[src/rtl/time_tmr_arbiter.sv]
// Round-robin arbiter and credit scheduler in front of a time-redundant datapath.
// Optional credit watchdog: define TIME_TMR_ARB_WATCHDOG_EN.
module time_tmr_arbiter #(
    parameter int NumReq         = 4,
    parameter int DataWidth      = 8,
    parameter int MaxOutstanding = 4,
    parameter int WatchdogCycles = 64,
    parameter int TagW           = $clog2(NumReq),
    parameter int CntW           = $clog2(MaxOutstanding + 1)
) (
    input  logic                               clk_i,
    input  logic                               rst_i,
    input  logic [NumReq-1:0][DataWidth-1:0]   req_data_i,
    input  logic [NumReq-1:0]                  req_valid_i,
    output logic [NumReq-1:0]                  req_ready_o,
    output logic [DataWidth-1:0]               data_o,
    output logic [TagW-1:0]                    tag_o,
    output logic                               valid_o,
    input  logic                               ready_i,
    input  logic [DataWidth-1:0]               done_data_i,
    input  logic [TagW-1:0]                    done_tag_i,
    input  logic                               done_valid_i,
    output logic                               done_ready_o,
    output logic [DataWidth-1:0]               resp_data_o,
    output logic [NumReq-1:0]                  resp_valid_o,
    input  logic [NumReq-1:0]                  resp_ready_i,
    output logic [CntW-1:0]                    credits_o,
    output logic                               timeout_o
);

    typedef enum logic {IDLE, HOLD} state_e;

    state_e          state_q;
    logic [TagW-1:0] grant_q;
    logic [TagW-1:0] rr_ptr_q;
    logic [TagW-1:0] rr_ptr_d;
    logic [TagW-1:0] grant;
    logic            found;
    logic [CntW-1:0] credits_q;
    logic [CntW-1:0] credits_d;
    logic            credit_ok;
    logic            issue_hs;
    logic            done_hs;

    // Rotating priority search; a latched HOLD grant overrides it.
    always_comb begin : arb
        int idx;
        idx   = 0;
        found = 1'b0;
        grant = rr_ptr_q;
        for (int i = 0; i < NumReq; i++) begin
            idx = int'(rr_ptr_q) + i;
            if (idx >= NumReq) idx = idx - NumReq;
            if (!found && req_valid_i[TagW'(idx)]) begin
                found = 1'b1;
                grant = TagW'(idx);
            end
        end
        if (state_q == HOLD) begin
            found = 1'b1;
            grant = grant_q;
        end
    end

    assign credit_ok = (credits_q != CntW'(MaxOutstanding));
    assign valid_o   = found && credit_ok;
    assign data_o    = req_data_i[grant];
    assign tag_o     = grant;
    assign issue_hs  = valid_o && ready_i;
    assign rr_ptr_d  = (grant == TagW'(NumReq - 1)) ? '0 : grant + TagW'(1);

    always_comb begin
        req_ready_o = '0;
        for (int k = 0; k < NumReq; k++)
            req_ready_o[k] = issue_hs && (grant == TagW'(k));
    end

    // Completion routing; an out-of-range tag is drained without a response.
    always_comb begin
        resp_valid_o = '0;
        done_ready_o = 1'b1;
        for (int k = 0; k < NumReq; k++) begin
            if (done_tag_i == TagW'(k)) begin
                resp_valid_o[k] = done_valid_i;
                done_ready_o    = resp_ready_i[k];
            end
        end
    end

    assign resp_data_o = done_data_i;
    assign done_hs     = done_valid_i && done_ready_o;
    assign credits_o   = credits_q;

    always_comb begin
        credits_d = credits_q;
        if (issue_hs && !done_hs)
            credits_d = credits_q + CntW'(1);
        else if (!issue_hs && done_hs && credits_q != '0)
            credits_d = credits_q - CntW'(1);
    end

    always_ff @(posedge clk_i) begin
        if (rst_i) begin
            state_q  <= IDLE;
            grant_q  <= '0;
            rr_ptr_q <= '0;
        end else begin
            case (state_q)
                IDLE: if (valid_o && !ready_i) begin
                    state_q <= HOLD;
                    grant_q <= grant;
                end
                HOLD: if (issue_hs) state_q <= IDLE;
                default: state_q <= IDLE;
            endcase
            if (issue_hs) rr_ptr_q <= rr_ptr_d;
        end
    end

`ifdef TIME_TMR_ARB_WATCHDOG_EN
    localparam int WdW = $clog2(WatchdogCycles + 1);

    logic [WdW-1:0] wd_q;
    logic           timeout_q;
    logic           wd_fire;

    assign wd_fire   = !done_hs && (credits_q != '0) && (wd_q == WdW'(WatchdogCycles - 1));
    assign timeout_o = timeout_q;

    // Recovers credits whose completions were lost; a same-cycle issue still counts.
    always_ff @(posedge clk_i) begin
        if (rst_i) begin
            credits_q <= '0;
            wd_q      <= '0;
            timeout_q <= 1'b0;
        end else begin
            timeout_q <= wd_fire;
            if (wd_fire) begin
                credits_q <= issue_hs ? CntW'(1) : '0;
                wd_q      <= '0;
            end else begin
                credits_q <= credits_d;
                if (done_hs || credits_q == '0) wd_q <= '0;
                else                            wd_q <= wd_q + WdW'(1);
            end
        end
    end
`else
    logic unused_wd;
    assign unused_wd = ^(32'(WatchdogCycles));
    assign timeout_o = 1'b0;

    always_ff @(posedge clk_i) begin
        if (rst_i) credits_q <= '0;
        else       credits_q <= credits_d;
    end
`endif

endmodule

[config.mk]
export PLATFORM = sky130hd
export DESIGN_NAME = time_tmr_arbiter
export DESIGN_NICKNAME = d
export VERILOG_FILES = /design/src/rtl/time_tmr_arbiter.sv
export SDC_FILE = /design/constraint.sdc
export NUM_CORES = 1
export LEC_CHECK = 0
export BUFFER_PORTS_ARGS = -buffer_cell sky130_fd_sc_hd__buf_2
export CORE_AREA = 3 3 63 59
export CTS_CLUSTER_SIZE = 28
export DETAILED_ROUTE_END_ITERATION = 10
export DIE_AREA = 0 0 66 62
export PLACE_DENSITY_LB_ADDON = 0.1
export SYNTH_ARGS = -nofsm -noshare
export SYNTH_HDL_FRONTEND = slang
export SYNTH_SLANG_ARGS = --single-unit
export TNS_END_PERCENT = 1
[constraint.sdc]
create_clock -name clk_i -period 2 [get_ports clk_i]
set_input_delay 0.2 -clock clk_i [delete_from_list [all_inputs] [get_ports clk_i]]
set_output_delay 0.2 -clock clk_i [all_outputs]
set_load 0.02 [all_outputs]
==> impl_metrics.json <==
{
  "wirelength_met1_um": 1248,
  "dr_vias": 1143,
  "finalWorstSetupSlack_ps": -124.6,
  "numCtsBuffers": 3,
  "insertion_delay_ps": 250,
  "netlist_top_cells_count": "sky130_fd_sc_hd__mux2i_1, sky130_fd_sc_hd__buf_4, sky130_fd_sc_hd__dfxtp_1, sky130_fd_sc_hd__nand2_1, sky130_fd_sc_hd__nor2_1",
  "utilization_pct": 52.43,
  "synth_flop_cell": "sky130_fd_sc_hd__dfxtp_1",
  "crit-reg2reg-launch": "credits_o[2]",
  "met2_wire_length_um": 1553,
  "vdd_drop_max_uv": 337.6,
  "num_antenna_cells": 0,
  "synth_fp_nets": 178,
  "synth.cell_area_sq_um": 1064,
  "holdCritStartpoint": "rst_i",
  "floorplan.initialDensity_pct": 34.68,
  "critical_path.max_fanout": 10,
  "synth_top_cell_by_area": "sky130_fd_sc_hd__mux2i_1",
  "drtAntennaViolNets": 0,
  "count_leader_synth": "sky130_fd_sc_hd__mux2i_1",
  "routedWlPerCell_um": 12.77,
  "cts-htree-levels": 1,
  "syn_to_final_growth_pct": 51.18,
  "timing.clock.skew_ps": 3.897,
  "avgViaCountPerCell": 4.864,
  "finalSetupTns_ps": -735.7,
  "die_x_um": 66,
  "totalWireLength_um": 3001,
  "p_leak_nw": 0.8312,
  "synth_top_area_share_pct": 23.53,
  "crit_path_cell_trace": "buf_6 > nor3_4 > nor4_4 > o31ai_4 > buf_12 > inv_2 > ha_1 > and2_2 > buf_2",
  "row_count": 19,
  "grt_overflow_total": 0,
  "core_sq_um": 3067,
  "design.die.area_sq_um": 4092,
  "min_path_cells": 2,
  "yosys_register_bits": 8,
  "critical_path.max_stage_delay_ps": 330,
  "violations": "setup timing",
  "antenna_found_initial": 0,
  "route.detailed.drc": 0,
  "result_of_the_run": "finished, violations left",
  "critPathRequiredTime_ps": 1800,
  "setup_viol": 12,
  "r2r.worst_path.cells": 7,
  "setup_repair_after_global_routing_missed_its_margin": "yes",
  "cts_root_buffer": "sky130_fd_sc_hd__clkbuf_4",
  "worst-setup-path-type": "register to output port",
  "max_cap_viol_count": 0,
  "gp_routability_congestion": 0.7383,
  "power.density_cell_area_nw_per_um2": 674.3,
  "critPathCaptureType": "output port",
  "worst_hold_slack_ps": 241.4,
  "hpwl_um": 2403,
  "achievable-frequency_mhz": 470.7,
  "post-route-min-period_ps": 2125,
  "detailedRoute.firstIterationViolations": 26,
  "cts.reportedPaths.clkPinSlew_ps": 60,
  "ctsLongestPathBuffers": 2,
  "grt_pass1_wl_um": 4505,
  "die_h_um": 62,
  "cts_tree": "built",
  "start_point_of_the_critical_path": "rr_ptr_q[1]",
  "dr.max_layer_used": "met4",
  "cpMaxStageDelayCell": "sky130_fd_sc_hd__dfxtp_2",
  "global_route.usage.total_pct": 14.16,
  "synth-warning-count": 0,
  "timing_hold_violations_final": 0,
  "number_of_global_route_vias_before_repair": 1017,
  "met3WireLength_um": 166,
  "buffer_ports.inserted": 68,
  "ios": 86,
  "worst_path_dominant_cell_family": "buffers and inverters",
  "synth_area_per_cell_sq_um": 8.937,
  "path_depth": 9,
  "hp-class": "input port to register",
  "worst_setup_sp_type": "register",
  "detail_route.first_pass.iterations": 4,
  "asyncSetResetFlopFracSynth_pct": 0,
  "timing.final.max_slew_violations": 0,
  "post_synth_inst_count": 119,
  "postCtsHoldBufs": 0,
  "min_period_over_period_pct": 106.2,
  "grt_max_degree": 11,
  "synth.yosys.seq_area_share_pct": 15.06,
  "synth-edff-count": 0,
  "crit_arrival_ps": 1920,
  "synth_cell_types": 45,
  "yosys-top-cells-area": "sky130_fd_sc_hd__mux2i_1, sky130_fd_sc_hd__dfxtp_1, sky130_fd_sc_hd__buf_4, sky130_fd_sc_hd__ha_1, sky130_fd_sc_hd__and2_2",
  "fraction_of_final_layout_cells_sized_beyond_drive_strength_1_pct": 59.07,
  "cts_sinks": 8,
  "critical_path.n_buffers_inverters": 4,
  "finish.net_count": 254
}
-- worst reg2reg max path, stage by stage, from the launching register on --
cell and delay [ps]:
sky130_fd_sc_hd__dfxtp_4 380, sky130_fd_sc_hd__or3b_2 500, sky130_fd_sc_hd__o211ai_4 130, sky130_fd_sc_hd__a21oi_4 60, sky130_fd_sc_hd__clkinv_4 50, sky130_fd_sc_hd__fa_1 410, sky130_fd_sc_hd__o311ai_0 120, sky130_fd_sc_hd__a31oi_1 120
-- stage by stage --
step           instance area (sq um)  setup WS [ps]  instances  power, mW
2_1_floorplan                   1066          20.11        119     0.6792
3_3_place_gp                    1484          38.46        229     0.8767
3_5_place_dp                    1484         -32.20        229     0.8909
4_1_cts                         1574         -115.5        235      1.076
5_1_grt                         1608         -201.7        235      1.179
6_report                        1608         -124.6        235      1.084
-- path summary, 6_finish.rpt --
path                    end  slack (ps)
min reg2reg      grant_q[0]         500
min            credits_o[0]         240
max          req_ready_o[3]        -120
max reg2reg    credits_o[1]         100
-- kinds of logic (layout without fill, tap and decap cells) --
family | count (synthesis) | in the layout | synth area share, %
multiplexers | 26 | 26 | 25.65
other | 1 | 1 | 0.3526
AND/OR/NAND/NOR | 41 | 41 | 23.29
flip-flops | 8 | 8 | 15.06
buffers and inverters | 17 | 91 | 11.18
AO/OA/AOI/OAI | 21 | 21 | 17.88
adder cells (fa/ha/maj) | 5 | 5 | 6.588
-- what timing repair did --
item                                    in CTS  in global routing
setup buffers                                2                  1
endpoints found under the setup margin      12                 14
cloned                                       1                  0
resized for setup                            8                 21
pin swaps                                    3                  5
-- cells in the final DEF (no fill, tap or decap), types with 3 or more instances in the layout --
cell type and instances:
sky130_fd_sc_hd__clkbuf_4 3, sky130_fd_sc_hd__buf_6 5, sky130_fd_sc_hd__dfxtp_2 4, sky130_fd_sc_hd__mux2i_1 25, sky130_fd_sc_hd__a21oi_1 3, sky130_fd_sc_hd__dfxtp_1 3
sky130_fd_sc_hd__buf_4 20, sky130_fd_sc_hd__ha_1 3, sky130_fd_sc_hd__nand2_1 8, sky130_fd_sc_hd__and2_2 3, sky130_fd_sc_hd__nor2b_1 3, sky130_fd_sc_hd__nor2_1 6
sky130_fd_sc_hd__buf_2 58
-- cell type report --
cell class / count / area, sq um
Inverter: 4 / 20.02
Timing Repair Buffer: 84 / 516.7
Clock buffer: 3 / 22.52
Multi-Input combinational cell: 94 / 827.0
Fill cell: 290 / 1459
Sequential cell: 8 / 168.9
Tap cell: 42 / 52.55
-- per-layer routing --
| layer | up-vias | GRT usage (%) |
|---|---|---|
| li1 | 573 | - |
| met1 | 520 | 18.70 |
| met3 | 4 | 1.619 |
| met4 | 0 | 4.928 |
| met2 | 46 | 24.29 |
| met5 | - | 0 |
-- power by group --
| group | total, mW | internal [mW] | leakage (nW) | switching, mW |
|---|---|---|---|---|
| combinational | 0.751 | 0.365 | 0.749 | 0.387 |
| clock | 0.120 | 0.0685 | 0.0138 | 0.0518 |
| sequential | 0.213 | 0.187 | 0.0680 | 0.0255 |
| total | 1.08 | 0.620 | 0.831 | 0.464 |
No activity file was read; power rests on OpenSTA's default activity.
